## src/rtl/boot_sequencer.sv

```systemverilog
// Boot sequencer: hands fetch to the BIOS, then copies the OS image from disk to instruction memory.
// It resets the PC and switches fetch to main memory for good; all outputs are registered except the instrucao mux.
module boot_sequencer #(
    parameter int ADDR_W    = 16,
    parameter int DATA_W    = 32,
    parameter int OS_SIZE   = 310,
    parameter int DISK_BASE = 0,
    parameter int OS_BASE   = 0,
    parameter int TIMEOUT   = 1023
) (
    input  logic              clock,
    input  logic              reset,
    input  logic              biosFinalizada,
    input  logic [DATA_W-1:0] instrucaoBios,
    input  logic [DATA_W-1:0] instrucaoMemoria,
    output logic [DATA_W-1:0] instrucao,
    output logic              cpuStall,
    output logic              pcReset,
    output logic              fonteSO,
    output logic              discoLer,
    output logic [ADDR_W-1:0] discoEndereco,
    input  logic [DATA_W-1:0] discoDado,
    input  logic              discoValido,
    output logic              memEscrever,
    output logic [ADDR_W-1:0] memEndereco,
    output logic [DATA_W-1:0] memDado,
    output logic              erro,
    output logic [2:0]        estado
);

    localparam int CNT_W  = ADDR_W + 1;
    localparam int WAIT_W = $clog2(TIMEOUT + 1);
    localparam logic [WAIT_W-1:0] WAIT_MAX    = WAIT_W'(TIMEOUT);
    localparam logic [CNT_W-1:0]  LAST_WORD   = CNT_W'((OS_SIZE > 0) ? OS_SIZE - 1 : 0);
    localparam logic [ADDR_W-1:0] DISK_BASE_A = ADDR_W'(DISK_BASE);
    localparam logic [ADDR_W-1:0] OS_BASE_A   = ADDR_W'(OS_BASE);
    localparam bit                HAS_IMAGE   = (OS_SIZE > 0);

    typedef enum logic [2:0] {
        S_BIOS    = 3'd0,
        S_REQ     = 3'd1,
        S_WR      = 3'd2,
        S_HANDOFF = 3'd3,
        S_OS      = 3'd4,
        S_ERRO    = 3'd5
    } state_t;

    state_t             state_q, state_d;
    logic [CNT_W-1:0]   cnt_q, cnt_d;
    logic [WAIT_W-1:0]  wait_q, wait_d;

    logic               cpuStall_q, cpuStall_d;
    logic               pcReset_q, pcReset_d;
    logic               fonteSO_q, fonteSO_d;
    logic               discoLer_q, discoLer_d;
    logic [ADDR_W-1:0]  discoEndereco_q, discoEndereco_d;
    logic               memEscrever_q, memEscrever_d;
    logic [ADDR_W-1:0]  memEndereco_q, memEndereco_d;
    logic [DATA_W-1:0]  memDado_q, memDado_d;
    logic               erro_q, erro_d;
    logic               capture;

    always_ff @(posedge clock) begin
        if (reset) begin
            state_q         <= S_BIOS;
            cnt_q           <= '0;
            wait_q          <= '0;
            cpuStall_q      <= 1'b0;
            pcReset_q       <= 1'b0;
            fonteSO_q       <= 1'b0;
            discoLer_q      <= 1'b0;
            discoEndereco_q <= '0;
            memEscrever_q   <= 1'b0;
            memEndereco_q   <= '0;
            memDado_q       <= '0;
            erro_q          <= 1'b0;
        end else begin
            state_q         <= state_d;
            cnt_q           <= cnt_d;
            wait_q          <= wait_d;
            cpuStall_q      <= cpuStall_d;
            pcReset_q       <= pcReset_d;
            fonteSO_q       <= fonteSO_d;
            discoLer_q      <= discoLer_d;
            discoEndereco_q <= discoEndereco_d;
            memEscrever_q   <= memEscrever_d;
            memEndereco_q   <= memEndereco_d;
            memDado_q       <= memDado_d;
            erro_q          <= erro_d;
        end
    end

    always_comb begin
        state_d = state_q;
        cnt_d   = cnt_q;
        wait_d  = wait_q;
        case (state_q)
            S_BIOS: begin
                if (biosFinalizada) begin
                    state_d = HAS_IMAGE ? S_REQ : S_HANDOFF;
                end
            end
            S_REQ: begin
                if (discoValido) begin
                    wait_d  = '0;
                    state_d = S_WR;
                end else begin
                    // saturating: once at the limit the word has timed out
                    wait_d = (wait_q == WAIT_MAX) ? wait_q : wait_q + 1'b1;
                    if (wait_d == WAIT_MAX) begin
                        state_d = S_ERRO;
                    end
                end
            end
            S_WR: begin
                cnt_d   = cnt_q + 1'b1;
                state_d = (cnt_q == LAST_WORD) ? S_HANDOFF : S_REQ;
            end
            S_HANDOFF: state_d = S_OS;
            S_OS:      state_d = S_OS;
            S_ERRO:    state_d = S_ERRO;
            default:   state_d = S_BIOS;
        endcase
    end

    // Outputs are decoded from the next state so they line up with state_q after the edge.
    always_comb begin
        capture         = (state_q == S_REQ) && discoValido;
        cpuStall_d      = (state_d == S_REQ) || (state_d == S_WR) ||
                          (state_d == S_HANDOFF) || (state_d == S_ERRO);
        pcReset_d       = (state_d == S_HANDOFF);
        fonteSO_d       = (state_d == S_OS);
        discoLer_d      = (state_d == S_REQ);
        memEscrever_d   = (state_d == S_WR);
        erro_d          = (state_d == S_ERRO);
        discoEndereco_d = discoEndereco_q;
        if (state_d == S_REQ) begin
            discoEndereco_d = DISK_BASE_A + cnt_d[ADDR_W-1:0];
        end
        memDado_d       = capture ? discoDado : memDado_q;
        memEndereco_d   = capture ? (OS_BASE_A + cnt_q[ADDR_W-1:0]) : memEndereco_q;
    end

    always_comb begin
        if (fonteSO_q) begin
            instrucao = instrucaoMemoria;
        end else if (state_q == S_BIOS) begin
            instrucao = instrucaoBios;
        end else begin
            instrucao = '0;
        end
    end

    assign cpuStall      = cpuStall_q;
    assign pcReset       = pcReset_q;
    assign fonteSO       = fonteSO_q;
    assign discoLer      = discoLer_q;
    assign discoEndereco = discoEndereco_q;
    assign memEscrever   = memEscrever_q;
    assign memEndereco   = memEndereco_q;
    assign memDado       = memDado_q;
    assign erro          = erro_q;
    assign estado        = state_q;

endmodule

```

## config.mk

```make
export PLATFORM = sky130hd
export DESIGN_NAME = boot_sequencer
export DESIGN_NICKNAME = d
export VERILOG_FILES = /design/src/rtl/boot_sequencer.sv
export SDC_FILE = /design/constraint.sdc
export NUM_CORES = 1
export LEC_CHECK = 0
export BUFFER_PORTS_ARGS = -buffer_cell sky130_fd_sc_hd__buf_2
export CAP_MARGIN = 30
export CORE_MARGIN = 2
export CORE_UTILIZATION = 45
export DETAILED_ROUTE_END_ITERATION = 12
export PLACE_DENSITY_LB_ADDON = 0.08
export SYNTH_ARGS = -nofsm -noshare
export SYNTH_HDL_FRONTEND = slang
export SYNTH_SLANG_ARGS = --single-unit
```

## constraint.sdc

```tcl
create_clock -name clock -period 2.85 [get_ports clock]
set_clock_uncertainty 0.05 [all_clocks]
set_input_delay 0.285 -clock clock [delete_from_list [all_inputs] [get_ports clock]]
set_output_delay 0.285 -clock clock [all_outputs]
set_load 0.05 [all_outputs]
```

# After elaboration in Yosys (flattened, before gate mapping)
# Cells that the tools add are included.
dict set report totals {
  in_bits 100
  ff_bits 100
  wordCells 44
  output_inout_bits 105
}
dict set report op_classes {
  n_addsub 2
  n_eq_ne 13
  reduce_logical 6
  n_mux 10
}
# cell count
set op_table {}
lappend op_table {{$mux W32} 2}
lappend op_table {{$eq A10 B10 Y1 const B} 2}
lappend op_table {{$mux W10} 2}
lappend op_table {{$add A17 B1 Y17 const B} 1}
lappend op_table {{$eq A17 B9 Y1 const B} 1}
lappend op_table {{$mux W16} 1}
lappend op_table {{$pmux W3 S5} 1}
lappend op_table {{$eq A3 B2 Y1 const B} 4}
lappend op_table {{$eq A3 B3 Y1 const B} 4}
lappend op_table {{$add A10 B1 Y10 const B} 1}
lappend op_table {{$mux W3} 3}
lappend op_table {{$eq A3 B1 Y1 const B} 2}
lappend op_table {{$logic_not A3 Y1} 1}
lappend op_table {{$logic_or A1 B1 Y1} 3}
lappend op_table {{$mux W2} 1}
lappend op_table {{$reduce_or A2 Y1} 1}
lappend op_table {{$logic_and A1 B1 Y1} 1}

# Logic depth before layout (Yosys ltp)
# Gate-level depths: netlist (run 1).
dict set report logic_depth {
  word_depth 10
  depth_mapped 9
  ltp_nobuf 7
}

# Worst setup path after synthesis (run 1)
# Ideal clock, no wire load.
dict set report synth_path {
  kind {reg2reg}
  from {reg state_q[0] (netlist: estado[0])}
  to {reg discoEndereco_q[10] (netlist: discoEndereco[10])}
  path_buffers 2
  required_time_ns 2.679
  path_stages_with_launch 9
  arrival_ns 2.437
  synth_period_minus_slack_ns 2.608
  setup_slack_ns 0.242
  setup_time_ns 0.121
  path_cell_list {dfxtp_1 > or3b_1 > buf_6 > nor2_4 > o311a_2 > o311ai_2 > o211ai_4 > buf_12 > mux2_4}
}
dict set report synth_between {
  elab_chain_cells 4
  word_cells_on_any_way 13
  classes_between {eq/ne (6); mux (5); reduce/logical (2)}
}
# element line_no
set synth_lines {}
lappend synth_lines {{from (decl)} 48} ;# state_t state_q, state_d;
lappend synth_lines {{from (signal assigned)} 78} ;# state_q <= state_d;
lappend synth_lines {{$eq A3 B3 Y1, or another cell as far along} 97} ;# case (state_q)
lappend synth_lines {{$reduce_or A2 Y1 (no line) / $mux W3 (equally long branches)} --}
lappend synth_lines {{$pmux W3 S5} 97}
lappend synth_lines {{$eq A3 B1 Y1} 137} ;# if (state_d == S_REQ) begin
lappend synth_lines {{to (signal assigned)} 85} ;# discoEndereco_q <= discoEndereco_d;
lappend synth_lines {{to (decl)} 56} ;# logic [ADDR_W-1:0] discoEndereco_q, discoEndereco_d;
# Parallel ways exist; a longest one is shown, timed or not.
# A chain may end at the register's enable or synchronous reset.

# Final worst setup path (run 1)
dict set report layout_path {
  from {reg wait_q[2]}
  to {reg discoEndereco_q[4] (netlist: discoEndereco[4])}
}
dict set report layout_between {
  elab_chain_cells 7
  word_cells_on_any_way 8
  classes_between {add/sub (1); eq/ne (3); mux (4)}
}
# element line_no
set layout_lines {}
lappend layout_lines {{from (decl)} 50} ;# logic [WAIT_W-1:0] wait_q, wait_d;
lappend layout_lines {{from (signal assigned)} 80} ;# wait_q <= wait_d;
lappend layout_lines {{$add A10 B1 Y10 / $eq A10 B10 Y1 (equally long branches)} 109} ;# wait_d = (wait_q == WAIT_MAX) ? wait_q : wait_q + 1'b1;
lappend layout_lines {{$mux W10 *} 109}
lappend layout_lines {{$eq A10 B10 Y1 *} 110} ;# if (wait_d == WAIT_MAX) begin
lappend layout_lines {{$mux W3 *} 110}
lappend layout_lines {{$mux W3 *} 104} ;# if (discoValido) begin
lappend layout_lines {{$pmux W3 S5 *} 97}
lappend layout_lines {{$eq A3 B1 Y1 *} 137}
# Mark *: on every way between the ends. The rest lies on a longest branch, timed or not.

==> qor.csv, run 1 <==
stage,metric,value,unit
min_path,worst hold path depth,3,
synth,sequential share of the synthesized area,44.5,%
layout,# fillers,943,
placement,Port Buffers,204,
setup_path,FF-to-FF path depth,7,
setup_path,CP Max Fanout,16,
power_and_ir_drop,VDD IR max,341,uV
sta,"Hold Violations, Final",0,
global_routing,number of global-route vias before repair,4066,
setup_path,"Arr. time, crit path",2.70,ns
global_routing,initial antenna violation count,0,
clock_tree,# Post-CTS Setup Buffers,0,
route,ANT nets after route,0,
synth,Post-Syn Area,0.00450,sq mm
placement,placed cell count,832,
layout,n_diodes,0,
sta,PnR worst setup slack,0.343,ns
clock_tree,"Clk Latency, worst-skew pair",0.35,ns
sta,fmax,399,MHz
setup_path,critical path depth,7,
synth,number of distinct library cells after synthesis,56,
die,I/O pin cnt,205,
layout,Final Non-Filler Cells,847,
layout,final instance area,0.00582,sq mm
sta,worst slew pin tran,0.673,ns
route,DR vias/cell,5.20,
route,Remaining DRCs,0,
layout,"commonest non-fill, non-tap cells in the layout","buf_2, nand2_1, dfxtp_1, a21oi_1, nor2_1",
status,outcome,"finished, final reports clean",
synth,yosys warns,0,
setup_path,CP peak stage delay,0.50,ns
placement,DPL Wire Length,10300,um
placement,gpl congestion,0.951,
route,1st-iter DRT viols,281,
sta,final setup violation count,0,
placement,Setup WS pre-CTS,0.368,ns
power_and_ir_drop,Cell Pwr Density,528,mW/mm^2
clock_tree,post-cts resize count,0,
clock_tree,cts bufs inserted,9,
die,Starting Density,46.3,%
synth,post-synthesis area per instance,8.62,sq um
synth,Post-synth EDFFs,0,
setup_path,Worst Setup End Kind,flip-flop,
setup_path,cells along the critical path,and4_4 > nand3_1 > nor4_1 > o311ai_2 > o211ai_4 > buf_12 > mux2_2,
sta,RSZ-0062 raised after global routing,false,
clock_tree,CTS root buf,clkbuf_8,
global_routing,largest net degree at the start of global routing,49,
clock_tree,number of H-tree levels,3,
setup_path,critical path buffer and inverter count,1,
global_routing,first-pass GRT wire length,21100,um
layout,Layout area overhead,29.2,%
clock_tree,Clock Tree Buf Depth,2,
setup_path,Crit path max-delay family,simple AND/OR/NAND/NOR gates,
layout,NumNets Final,813,
clock_tree,# hold bufs at CTS,0,
route,wire length per cell,16.0,um
synth,Mapped Nets,625,
setup_path,CP max-delay cell,dfxtp_1,
layout,"commonest non-fill, non-tap cell in the layout",buf_2,
job,Max-cap violations,0,
setup_path,"Req. time, crit path",3.04,ns
clock_tree,clock slew at the register clock pins of the worst setup and hold paths,0.09,ns
sta,final count of pins violating max slew,0,
sta,slew margin rel.,55.0,%
die,CORE AREA,0.00973,sq mm
layout,share of cells above drive strength 1,36.7,%
setup_path,Setup CP Type,flip-flop to flip-flop,
power_and_ir_drop,Leakage Power,0.00272,uW
placement,Area after DPL,0.00560,sq mm
die,Chip Width,104,um
route,final wirelength,13500,um
min_path,hold crit path type,input pin to flip-flop,
global_routing,gr usage total,24.3,%
die,die height,104,um
synth,ys async rst share,0,%
die,cell row count,36,
clock_tree,clk sinks,100,
synth,#FFs+latches synth,100,
layout,Final Core Density,59.8,%
clock_tree,CTS tree,yes,
setup_path,Critical Path Start Type,flip-flop,
sta,Final TNS setup,0,ns
die,full die area,0.0108,sq mm
route,DR pass1 iterations,7,
synth,post-synthesis cell count,522,
sta,period utilization,88.0,%
global_routing,GR Overflow Total,0,
synth,top_reg_cell synth,dfxtp_1,
route,detailed-route via count,4403,
sta,crit path time final,2.51,ns
-- final timing paths --
kind,startpoint,to,slack [ns]
min reg2reg,memDado[30],memDado[30],0.40
max reg2reg,wait_q[2],discoEndereco[4],0.34
max,wait_q[2],discoEndereco[4],0.34
min,discoDado[13],memDado[13],0.11
-- routing by layer --
metal,up-vias,share of wire [%],GRT usage (%)
li1,2188,-,-
met1,2030,40,27.6
met2,159,50,42.8
met3,26,6.7,5.95
met4,0,3.8,11.3
met5,-,0,0
-- metrics by stage --
| step | total power, uW | hold WS [ns] |
|---|---|---|
| floorplan | 1920 | 0.371 |
| global placement | 2120 | 0.390 |
| detailed placement | 2130 | 0.395 |
| CTS | 3100 | 0.0892 |
| global route | 3190 | 0.0816 |
| finish | 3070 | 0.106 |
-- cells by family (layout without fill, tap and decap cells) --
family / count (synthesis) / after routing / share of synthesized area [%]
and+or+nand+nor: 218 / 218 / 22.8
AOI/OAI and AO/OA: 122 / 122 / 18.7
DFF: 100 / 100 / 44.5
buffers and inverters: 46 / 238 / 5.00
muxes: 17 / 17 / 5.09
xor gates and xnor gates: 16 / 16 / 3.11
adders and majority gates: 3 / 3 / 0.834
-- cell type report --
class | instances | area [sq um] | area share, %
clock buffers | 11 | 141 | 2.43
clock inverters | 4 | 73.8 | 1.27
inverters | 6 | 22.5 | 0.387
multi-input cells | 376 | 2280 | 39.2
flip-flops and latches | 100 | 2000 | 34.4
well taps | 133 | 166 | 2.86
repair buffers | 217 | 1130 | 19.4
-- synthesized netlist by cell type (all sizes together) (2+ instances only) --
| library cell | n | area share [%] |
|---|---|---|
| nand2 | 113 | 9.4 |
| dfxtp | 100 | 44 |
| a21oi | 59 | 6.6 |
| nor2 | 36 | 3.2 |
| a22o | 32 | 6.2 |
| clkbuf | 30 | 2.5 |
| mux2 | 17 | 5.1 |
| nor2b | 17 | 2.4 |
| xor2 | 12 | 2.3 |
| buf | 10 | 2.0 |
| nand3 | 9 | 1.0 |
| and3 | 7 | 1.1 |
| inv | 6 | 0.50 |
| nand4 | 6 | 0.97 |
| nor3 | 6 | 0.67 |
| nor4 | 6 | 0.83 |
| a31oi | 4 | 0.56 |
| and2 | 4 | 0.56 |
| o21ai | 4 | 0.44 |
| xnor2 | 4 | 0.78 |
| a211oi | 3 | 0.50 |
| a41oi | 3 | 0.58 |
| ha | 3 | 0.83 |
| nor3b | 3 | 0.50 |
| nor4b | 3 | 0.72 |
| o22ai | 3 | 0.56 |
| a41o | 2 | 0.44 |
| and4 | 2 | 0.44 |
| o21a | 2 | 0.33 |
| or2 | 2 | 0.28 |
-- state kept, by name, summed over array words and instances, names as in the netlist, 3 cells and up --
signal / flops
memDado: 32
cnt_q: 17
discoEndereco: 16
estado: 3
wait_q: 10
memEndereco: 16
-- worst min-delay path: cells and delay by family --
family | cells | cell delay, ns
simple gates | 1 | 0.05
buf+inv | 1 | 0.10
compound gates | 1 | 0.05
-- power by group --
part	switching, uW	internal, uW
Combinational	466	187
Sequential	18.6	1420
Clock	460	515
No activity file was read; power rests on OpenSTA's default activity.
==> run 2, diff against run 1 <==
--- a/config.mk
+++ b/config.mk
@@ -8,7 +8,7 @@
 export BUFFER_PORTS_ARGS = -buffer_cell sky130_fd_sc_hd__buf_2
 export CAP_MARGIN = 30
 export CORE_MARGIN = 2
-export CORE_UTILIZATION = 45
+export CORE_UTILIZATION = 25
 export DETAILED_ROUTE_END_ITERATION = 12
 export PLACE_DENSITY_LB_ADDON = 0.08
 export SYNTH_ARGS = -nofsm -noshare
==> run 2 against run 1 <==
Effect of this change:
- worst setup slack got worse by 0.040 ns
- largest cell class unchanged
- combinational power shrank 1%
- register-to-register slack worse by 0.04 ns
- sequential share of layout area decreased by 1.3 points
- total power is 5.8% higher
- via count up 0.16%
- non-clock buffer count grew 1
- first-iteration DRC count fell by 39%
- global-route usage down 9.5 points
- count of clock-buffer cells in the layout shrank 1
- maximum frequency down 1.6%
- largest power group unchanged
==> qor.csv, run 2 (same netlist as run 1, synthesis figures left out) <==
stage,metric,value,unit,change
sta,RSZ-0062 raised after global routing,false,,
layout,n_diodes,0,,unchanged
setup_path,Worst Setup SP,estado[0],,
sta,worst slew pin tran,0.573,ns,-0.0997 ns
global_routing,GR Overflow Total,0,,unchanged
setup_path,critical path buffer and inverter count,1,,unchanged
clock_tree,clk sinks,100,,unchanged
sta,final hold slack,0.120,ns,+0.0139 ns
placement,Area after DPL,0.00576,sq mm,+2.8%
route,wire length per cell,15.1,um,-5.3%
layout,"commonest non-fill, non-tap cell in the layout",buf_2,,
route,DR vias/cell,4.67,,-10%
sta,fmax,393,MHz,-1.6%
layout,final instance area,0.00604,sq mm,+3.8%
clock_tree,cts bufs inserted,9,,unchanged
sta,final count of pins violating max slew,0,,unchanged
sta,crit path time final,2.55,ns,+0.0398 ns
clock_tree,number of H-tree levels,3,,unchanged
setup_path,FF-to-FF path depth,7,,unchanged
layout,max FFs per register,32,,unchanged
setup_path,CP Max Fanout,16,,unchanged
sta,slew margin rel.,61.7,%,+6.7 points
route,Remaining DRCs,0,,unchanged
placement,Port Buffers,204,,unchanged
die,I/O pin cnt,205,,unchanged
layout,NumNets Final,814,,+0.12%
min_path,hold crit path type,input pin to flip-flop,,
setup_path,reg-to-reg startpoint,estado[0],,
global_routing,gr usage total,14.8,%,-9.5 points
power_and_ir_drop,clock power share,35.8,%,+4.1 points
route,ANT nets after route,0,,unchanged
clock_tree,clock slew at the register clock pins of the worst setup and hold paths,0.07,ns,-0.02 ns
setup_path,Critical Path Sink,discoEndereco[3],,
power_and_ir_drop,Comb pwr share,19.9,%,-1.4 points
layout,share of cells above drive strength 1,37.3,%,+0.60 points
power_and_ir_drop,sw power,1020,uW,+7.8%
setup_path,reg-to-reg setup timing slack,0.30,ns,-0.04 ns
die,cell row count,49,,+36%
die,CORE AREA,0.0178,sq mm,+83%
power_and_ir_drop,VDD IR max,266,uV,-22%
power_and_ir_drop,Leakage Power,0.00276,uW,+1.6%
die,full die area,0.0191,sq mm,+76%
placement,gpl congestion,0.930,,-2.2%
route,final wirelength,14300,um,+5.7%
sta,final setup violation count,0,,unchanged
sta,Final TNS setup,0,ns,unchanged
placement,DPL Wire Length,10700,um,+3.9%
job,Max-cap violations,0,,unchanged
route,DR pass1 iterations,4,,-3
setup_path,Crit path max-delay family,simple AND/OR/NAND/NOR gates,,
clock_tree,# hold bufs at CTS,0,,unchanged
layout,"commonest non-fill, non-tap cells in the layout","buf_2, nand2_1, dfxtp_1, a21oi_1, nor2_1",,
setup_path,"Req. time, crit path",3.04,ns,about the same
power_and_ir_drop,sequential share of power,44.4,%,-2.6 points
power_and_ir_drop,Sw Ratio,31.3,%,+0.57 points
sta,period utilization,89.4,%,+1.4 points
clock_tree,CTS root buf,clkbuf_16,,
clock_tree,Clock Tree Buf Depth,2,,unchanged
setup_path,CP max-delay cell,or3b_1,,
global_routing,largest net degree at the start of global routing,49,,unchanged
global_routing,initial antenna violation count,0,,unchanged
placement,Setup WS pre-CTS,0.331,ns,-0.0371 ns
route,1st-iter DRT viols,171,,-39%
route,detailed-route via count,4410,,+0.16%
die,Starting Density,25.2,%,-21 points
sta,PnR worst setup slack,0.303,ns,-0.0398 ns
power_and_ir_drop,cell-internal power,2230,uW,+4.9%
clock_tree,# Post-CTS Setup Buffers,0,,unchanged
setup_path,Worst Setup End Kind,flip-flop,,
setup_path,cells along the critical path,or3b_1 > nor2_4 > o311a_2 > o311ai_2 > o211ai_4 > buf_12 > mux2_2,,
global_routing,first-pass GRT wire length,22700,um,+7.8%
setup_path,Setup CP Type,flip-flop to flip-flop,,
die,Chip Width,138,um,+33%
die,die height,138,um,+33%
setup_path,CP peak stage delay,0.56,ns,+0.06 ns
setup_path,Critical Path Start Type,flip-flop,,
sta,"Hold Violations, Final",0,,unchanged
layout,Layout area overhead,34.1,%,
setup_path,"Arr. time, crit path",2.73,ns,+0.03 ns
setup_path,r2r endpoint,discoEndereco[3],,
power_and_ir_drop,Final Power,3250,uW,+5.8%
power_and_ir_drop,Cell Pwr Density,538,mW/mm^2,+2.0%
setup_path,critical path depth,7,,unchanged
status,outcome,"finished, final reports clean",,
clock_tree,CTS tree,yes,,
global_routing,number of global-route vias before repair,4381,,+7.7%
clock_tree,post-cts resize count,0,,unchanged
clock_tree,"Clk Latency, worst-skew pair",0.35,ns,about the same
## run 2: cell types whose count changed in the layout (fill, tap and decap cells not counted), sizes merged
cell      delta
buf          +1
bufinv       -2
clkbuf       -1
clkinvlp     +1
clkinv       +3
## run 2: cell type report
class | count | area [sq um]
inverters | 6 | 22.5
flip-flops and latches | 100 | 2000
fillers | 1889 | 11800
well taps | 229 | 287
clock inverters | 6 | 40.0
multi-input cells | 376 | 2280
repair buffers | 218 | 1160
clock buffers | 10 | 239
## run 2: worst min-delay path: stages
cell and delay [ns]:
buf_2 0.09, nand2_1 0.04, a21oi_1 0.05
## run 2: stage by stage
stage	utilization (%)	cells
detailed placement	32.3	929
global route	33.8	945
CTS	33.8	945
global placement	32.3	929
floorplan	-	522
finish	33.8	945
## run 2: layer usage
layer	global-route usage, %	vias to the layer above	part of all wire (%)
met4	6.34	0	2.6
met5	0	-	0
met1	17.5	2027	41
met2	26.3	174	50
li1	-	2186	-
met3	2.74	23	5.8
## run 2: how the worst min path moves through the flow
stage / start / end / slack (ns) / cells past startpoint
after detailed placement: memDado[0] / memDado[0] / 0.39 / 2
after global placement: memDado[19] / memDado[19] / 0.39 / 2
after CTS: discoDado[2] / memDado[2] / 0.11 / 3
after global routing: discoDado[30] / memDado[30] / 0.11 / 3
after floorplan: discoDado[0] / memDado[0] / 0.37 / 2
final: discoDado[18] / memDado[18] / 0.12 / 3
## run 2: power by group through the flow
stage               Sequential (uW)  Clock [uW]  Combinational [uW]
finish                         1440        1160                 645
global route                   1450        1260                 682
CTS                            1440        1200                 653
detailed placement             1470           0                 651
global placement               1470           0                 651
floorplan                      1560           0                 363
